## config.mk

```make
export PLATFORM = sky130hd
export DESIGN_NAME = array_sort_check_datapath
export DESIGN_NICKNAME = d
export VERILOG_FILES = /design/src/rtl/array_sort_check_datapath_pkg.sv /design/src/rtl/array_sort_check_datapath_compare.sv /design/src/rtl/array_sort_check_datapath.sv
export SDC_FILE = /design/constraint.sdc
export NUM_CORES = 1
export LEC_CHECK = 0
export CORE_MARGIN = 2
export CORE_UTILIZATION = 50
export DETAILED_ROUTE_END_ITERATION = 6
export PLACE_DENSITY = 0.83
export SLEW_MARGIN = 10
export SYNTH_ARGS = -nofsm -noshare
export SYNTH_HDL_FRONTEND = slang
export SYNTH_HIERARCHICAL = 1
export SYNTH_SLANG_ARGS = --single-unit
```

## constraint.sdc

```tcl
create_clock -name clock -period 7.19 [get_ports clock]
set_input_delay 2.157 -clock clock [delete_from_list [all_inputs] [get_ports clock]]
set_output_delay 2.157 -clock clock [all_outputs]
set_load 0.02 [all_outputs]
```

## src/rtl/array_sort_check_datapath_pkg.sv

```systemverilog
// Shared constants for the array sort-check datapath and its comparator.
package array_sort_check_datapath_pkg;
    localparam int unsigned WORD_BYTES         = 4;
    localparam int unsigned WORD_SHIFT         = 2;
    localparam int unsigned ADDR_WIDTH         = 32;
    localparam int unsigned INDEX_WIDTH        = 32;
    localparam int unsigned DEFAULT_DATA_WIDTH = 32;
endpackage

```

## src/rtl/array_sort_check_datapath_compare.sv

```systemverilog
// Greater-than comparator for adjacent array elements, signedness set at elaboration.
module sort_check_compare #(
    parameter int unsigned DATA_WIDTH = 32,
    parameter bit          SIGNED_CMP = 1'b1
) (
    input  logic [DATA_WIDTH-1:0] a_i,
    input  logic [DATA_WIDTH-1:0] b_i,
    output logic                  gt_o
);
    always_comb begin
        if (SIGNED_CMP) begin
            gt_o = $signed(a_i) > $signed(b_i);
        end else begin
            gt_o = a_i > b_i;
        end
    end
endmodule

```

## src/rtl/array_sort_check_datapath.sv

```systemverilog
// Sort-check datapath: base/length/index registers, pair read addresses,
// adjacent-element compare and a saturating pair-advance counter.
module array_sort_check_datapath
    import array_sort_check_datapath_pkg::*;
#(
    parameter int unsigned DATA_WIDTH = DEFAULT_DATA_WIDTH,
    parameter bit          SIGNED_CMP = 1'b1,
    parameter int unsigned CNT_WIDTH  = 16
) (
    input  logic                  clock,
    input  logic                  reset,
    input  logic [ADDR_WIDTH-1:0] array_base,
    input  logic [31:0]           array_length,
    input  logic                  load_input,
    input  logic                  load_index,
    input  logic                  select_index,
    output logic [ADDR_WIDTH-1:0] rd_addr0,
    output logic [ADDR_WIDTH-1:0] rd_addr1,
    input  logic [DATA_WIDTH-1:0] rd_data0,
    input  logic [DATA_WIDTH-1:0] rd_data1,
    output logic                  inversion_found,
    output logic                  end_of_array,
    output logic                  zero_length_array,
    output logic [CNT_WIDTH-1:0]  compare_count
);
    logic [ADDR_WIDTH-1:0]  base_q,   base_d;
    logic [31:0]            length_q, length_d;
    logic [INDEX_WIDTH-1:0] index_q,  index_d;
    logic [CNT_WIDTH-1:0]   count_q,  count_d;
    logic                   advance;
    logic [INDEX_WIDTH:0]   index_plus1;
    logic                   elem_gt;

    assign advance = load_index & select_index;

    always_comb begin
        base_d   = base_q;
        length_d = length_q;
        index_d  = index_q;
        count_d  = count_q;
        if (load_input) begin
            base_d   = array_base;
            length_d = array_length;
        end
        if (load_index) begin
            index_d = select_index ? index_q + INDEX_WIDTH'(1) : '0;
        end
        // A fresh load always restarts the count, even if the FSM also advances.
        if (load_input) begin
            count_d = '0;
        end else if (advance && (count_q != {CNT_WIDTH{1'b1}})) begin
            count_d = count_q + CNT_WIDTH'(1);
        end
    end

    always_ff @(posedge clock or negedge reset) begin
        if (!reset) begin
            base_q   <= '0;
            length_q <= '0;
            index_q  <= '0;
            count_q  <= '0;
        end else begin
            base_q   <= base_d;
            length_q <= length_d;
            index_q  <= index_d;
            count_q  <= count_d;
        end
    end

    assign rd_addr0 = base_q + (ADDR_WIDTH'(index_q) << WORD_SHIFT);
    assign rd_addr1 = rd_addr0 + ADDR_WIDTH'(WORD_BYTES);

    // Extra bit keeps index 0xFFFFFFFF from wrapping the +1 back to zero.
    assign index_plus1 = {1'b0, index_q} + (INDEX_WIDTH+1)'(1);

    sort_check_compare #(
        .DATA_WIDTH(DATA_WIDTH),
        .SIGNED_CMP(SIGNED_CMP)
    ) u_compare (
        .a_i (rd_data0),
        .b_i (rd_data1),
        .gt_o(elem_gt)
    );

    assign zero_length_array = (length_q == 32'd0);
    assign end_of_array      = ~zero_length_array & (index_plus1 >= {1'b0, length_q});
    assign inversion_found   = ~zero_length_array & ~end_of_array & elem_gt;
    assign compare_count     = count_q;
endmodule

```

* Word-level counts from Yosys, hierarchy flattened *
Index checks and enable logic that the tools add are counted.

word-level totals
  ROM bits = 0
  RAM bits = 0
  output and inout bits = 83
  bits in latches = 0
  word-level logic and storage cells = 24
  flip-flop bits (word level) = 112
  memories = 0
  input bits = 133

cells by class
  order comparisons = 2
  shift operators = 0
  bitwise logic cells = 6
  muxes and demuxes = 3
  reductions and logical operators = 3
  divide/modulo/power cells = 0
  $mul = 0
  equality and inequality tests = 1
  $add $sub $neg = 5

operators with widths
  operator                 number
  $add A32 B1 Y33 const B  1
  $ge A33 B32 Y1           1
  $add A32 B1 Y32 const B  1
  $add A32 B3 Y32 const B  1
  $add A32 B32 Y32         1
  $gt A32 B32 Y1           1
  $logic_not A32 Y1        1
  $mux W16                 2
  $mux W32                 1
  $add A16 B1 Y16 const B  1
  $ne A16 B16 Y1 const B   1
  $and A1 B1 Y1            4
  $not A1 Y1               2
  $reduce_bool A2 Y1       1
  $logic_and A1 B1 Y1      1

* Depth between registers and ports, before layout *
  depth after elaboration = 6
  depth in mapped cells = 19
  depth with buffers taken out = 19

* Modules after synthesis *
Netlist, hierarchy kept.

modules (own cells, without submodules)
  module                     instances  seq. area each (µm²)  area an instance (µm²)  cells an instance
  array_sort_check_datapath  1          2802.7                8146.6                  920
  sort_check_compare         1          0.0                   804.5                   113

* Least setup slack after synthesis *
Ideal clock, no wire load.

  path type = input-to-output
  start point = in rd_data1[14]
  end point = out inversion_found
  arrival = 3789 ps
  stages on the path = 9
  path slack = 1244 ps
  data required time = 5033 ps
  buffers on the path = 0
  cell sequence = inv_1 > ha_1 > nand4_1 > nor4_1 > a21boi_1 > o31ai_1 > o2111ai_1 > mux2i_1 > and3b_1

between the ends
  cells in the longest elaborated chain, start to end = 2

ends and longest elaborated chain
  element         RTL line                                 text
  from (decl)     array_sort_check_datapath.sv:20          input logic [DATA_WIDTH-1:0] rd_data1,
  $gt A32 B32 Y1  array_sort_check_datapath_compare.sv:12  gt_o = $signed(a_i) > $signed(b_i);
  via elem_gt     array_sort_check_datapath.sv:32          logic elem_gt;
  $and A1 B1 Y1   array_sort_check_datapath.sv:87          assign inversion_found = ~zero_length_array & ~end_of_array & elem_gt;
  to (decl)       array_sort_check_datapath.sv:21          output logic inversion_found,

The timed path passes the listed nets, and every way through them passes these cells.

* Final worst setup path *
  start point = reg index_q[2]
  end point = out inversion_found

between the ends
  cells in the longest elaborated chain, start to end = 6

ends and longest elaborated chain
  element                      RTL line                         text
  from (decl)                  array_sort_check_datapath.sv:28  logic [INDEX_WIDTH-1:0] index_q, index_d;
  from (signal assigned)       array_sort_check_datapath.sv:65  index_q <= index_d;
  $add A32 B1 Y33              array_sort_check_datapath.sv:74  assign index_plus1 = {1'b0, index_q} + (INDEX_WIDTH+1)'(1);
  $ge A33 B32 Y1               array_sort_check_datapath.sv:86  assign end_of_array = ~zero_length_array & (index_plus1 >= {1'b0, length_q});
  $and A1 B1 Y1                array_sort_check_datapath.sv:86
  $not A1 Y1                   array_sort_check_datapath.sv:87
  $and A1 B1 Y1 (2 in series)  array_sort_check_datapath.sv:87

Every way passes these cells.

==> flow_summary.ini <==
[outcome]
run_status = finished clean

[synthesis]
yosys-top-cells-count = dfrtp_1 (112), nand2_1 (103), ha_1 (96), inv_1 (96), o21ai_0 (81)
synth_xor_area_share_pct = 9.67
synth_top_area_cell = dfrtp_1
synth_top_family_by_area = simple AND/OR/NAND/NOR gates
synth_enable_flop_cells = 0
muxShareOfSynthArea_pct = 4.70
synthTopCellsByArea = dfrtp_1 (31%), ha_1 (13%), xnor2_1 (5.5%), o21ai_0 (4.5%), nand2_1 (4.3%)
yosys.area_share.simple_pct = 19.2
yosysSeqAreaShare_pct = 31.3
avgSynthCellArea_sq_um = 8.67
synthFlopType = dfrtp_1
ys_types = 74
synth_fp_nets = 1263
synth_most_common_cell = dfrtp_1
netlist_instances = 1033
synth_warnings = 6
yosys_register_bits = 112
ys_async_sr_fraction_pct = 100
synth_adder_area_share_pct = 13.6
synthesis.area_sq_mm = 0.00895
synth-compound-area-share_pct = 15.6
synth_top_area_share_pct = 31.3

[worst_setup_path]
critical_path_class = reg2out
worstPathRequired_ns = 5.03
crit_top_cell = and3_1
slowest_stage = dfrtp_2
cpPeakStageDelay_ns = 0.44
path_max_fanout = 7
cp_data_arrival_time_ns = 4.67
path_delay_family = simple AND/OR/NAND/NOR gates
crit_chain = and3_1 -> and3_1 -> nand2_1 -> or2_1 -> nor2_2 -> nand2_1 -> nor2_1 -> and3_1 -> xor2_1 -> ha_1 -> a21o_1 -> a21o_1 -> a21oi_1 -> nor2b_1 -> o21ai_0 -> nand2b_1 -> a221oi_1 -> o31a_1 -> buf_4 -> and3b_1 -> dlymetal6s2s_1
start_kind = flop
setup.worst_path.end_class = output port
critPathBufInv = 2

[detailed_routing]
routed_via_density = 5.61
drc = 0
vias = 8192
routed_wl_microns = 23500
drtIter0Drc = 478
drt-pass1-iter-count = 5
drtAntennaViolNets = 0
wl_per_cell_microns = 16.1

[cts]
cts_tree = built
clk_latency_ns = 0.36
cts_sinks = 112
cts_hold_buf = 0
clk_pin_slew_ns = 0.07
clockBufferDepth = 2
clockRootBuffer = clkbuf_16
numCtsBuffers = 9
htreeDepth = 3

[placed_design]
dp_hpwl_microns = 18700
port_buffers = 215
dp_cells = 1444
gp_congestion = 0.884

[timing]
rsz0062_at_grt = false
skew_ns = 0.00689
fmax_ghz = 0.146
fin_crit_sh_pct = 95.0
finalCriticalPeriod_ns = 6.83
hold_viol = 0
setup_tns_ns = 0
drv_slew = 0
hold_ws_ns = 0.520
relSlewSlack_pct = 29.7
tightest_slew_ns = 1.05
setup-violations-final = 0

[grt]
grt_pass1_vias = 7789
antenna_found_initial = 0
grt_use_total_pct = 25.1
grt_pass1_wl_microns = 37900
grt_max_degree = 86
grt_overflow = 0

[cells_and_area]
area_growth_pct = 29.2
stdcell_count = 1460
diodes = 0
drive_gt1_share_pct = 7.21
nNetsFinal = 1461

[job]
drv_cap = 0

[floorplanning]
die_height_microns = 138
core_sq_mm = 0.0174
fp-row-count = 48
dieWidth_microns = 138
initial_core_util_pct = 51.4
dieArea_sq_mm = 0.0190
io_pins = 216

[hold_path]
worstHoldPathType = reg2reg

[power]
power.leakage_uw = 0.00523
peakVddDrop_mv = 0.134
p_per_area_mw_per_mm2 = 150
per-stage QoR:
| stage | power, uW | worst slack [ns] | area (sq um) | utilization, % |
|---|---|---|---|---|
| floorplan | 1020 | 1.24 | 8950 | - |
| global placement | 1260 | 0.164 | 11300 | 64.7 |
| detailed placement | 1270 | 0.0964 | 11300 | 64.7 |
| CTS | 1750 | 0.0444 | 11600 | 66.3 |
| global route | 1830 | 0.0272 | 11600 | 66.4 |
| finish | 1740 | 0.358 | 11600 | 66.4 |
flip-flops by register name, indices dropped and copies added (netlist names):
signal	flops
base_q	32
compare_count	16
index_q	32
length_q	32
power breakdown:
group	internal (uW)	switching, uW
clock network	235	240
registers	666	25.2
logic	275	294
repair_timing:
| action | CTS | global route |
|---|---|---|
| buffers inserted | 0 | 1 |
| resized for setup | 3 | 3 |
| setup endpoints to repair | 1 | 2 |
| pin swaps | 0 | 0 |
cells in the final DEF, fill, tap and decap left out, types with 7 or more instances in the layout:
cell type | Yosys | final
mux2_2 | 32 | 32
clkbuf_16 | 0 | 9
nand2_1 | 103 | 103
ha_1 | 96 | 96
o31ai_1 | 8 | 8
dfrtp_1 | 112 | 110
and3_1 | 10 | 10
nor2b_1 | 7 | 7
nand3_1 | 59 | 59
a21o_1 | 29 | 29
buf_4 | 7 | 11
nor4_1 | 16 | 15
clkdlybuf4s50_1 | 0 | 211
a21oi_1 | 51 | 51
inv_1 | 96 | 96
and2_1 | 7 | 7
nand4_1 | 28 | 28
nor3_1 | 7 | 7
o21ai_0 | 81 | 81
xor2_1 | 36 | 36
xnor2_1 | 56 | 56
nor2_1 | 61 | 60
and4_1 | 7 | 7
area by class of cell:
| class | instances | area [sq um] |
|---|---|---|
| fill | 1468 | 5850 |
| multi-input combinational | 788 | 5630 |
| sequential | 112 | 2810 |
| timing repair buffer | 224 | 2220 |
| inverter | 96 | 360 |
| tap | 225 | 282 |
| clock buffer | 9 | 225 |
| clock inverter | 6 | 46.3 |
logic make-up (layout without fill, tap and decap cells):
| logic type | count (synthesis) | in the layout |
|---|---|---|
| and+or+nand+nor | 334 | 334 |
| AOI/OAI and AO/OA | 224 | 224 |
| buffers and inverters | 133 | 335 |
| DFF | 112 | 112 |
| adders and majority gates | 97 | 97 |
| xor gates and xnor gates | 95 | 95 |
| muxes | 38 | 38 |
path summary, 6_finish.rpt:
check                      depth (start not counted)              startpoint                            to  slack [ns]
max                                               21  index_q[2]$_DFFE_PN0P_               inversion_found        0.36
max in group asynchronous                          2                   reset  compare_count[8]$_DFFE_PN0P_        4.15
min reg2reg                                        1  base_q[13]$_DFFE_PN0P_        base_q[13]$_DFFE_PN0P_        0.52
max reg2reg                                       10  index_q[2]$_DFFE_PN0P_       index_q[30]$_DFFE_PN0P_        4.29
min in group asynchronous                          1                   reset       length_q[1]$_DFFE_PN0P_        1.98
min                                                1  base_q[13]$_DFFE_PN0P_        base_q[13]$_DFFE_PN0P_        0.52
layer usage:
layer  track usage, %  part of all wire [%]  routed length [microns]
met2             44.3                    50                    11800
met3             4.16                   4.7                     1110
met5                0                     0                        0
met4             7.48                   2.7                      641
met1             31.6                    42                     9970
Power figures use the tool's default switching activity.
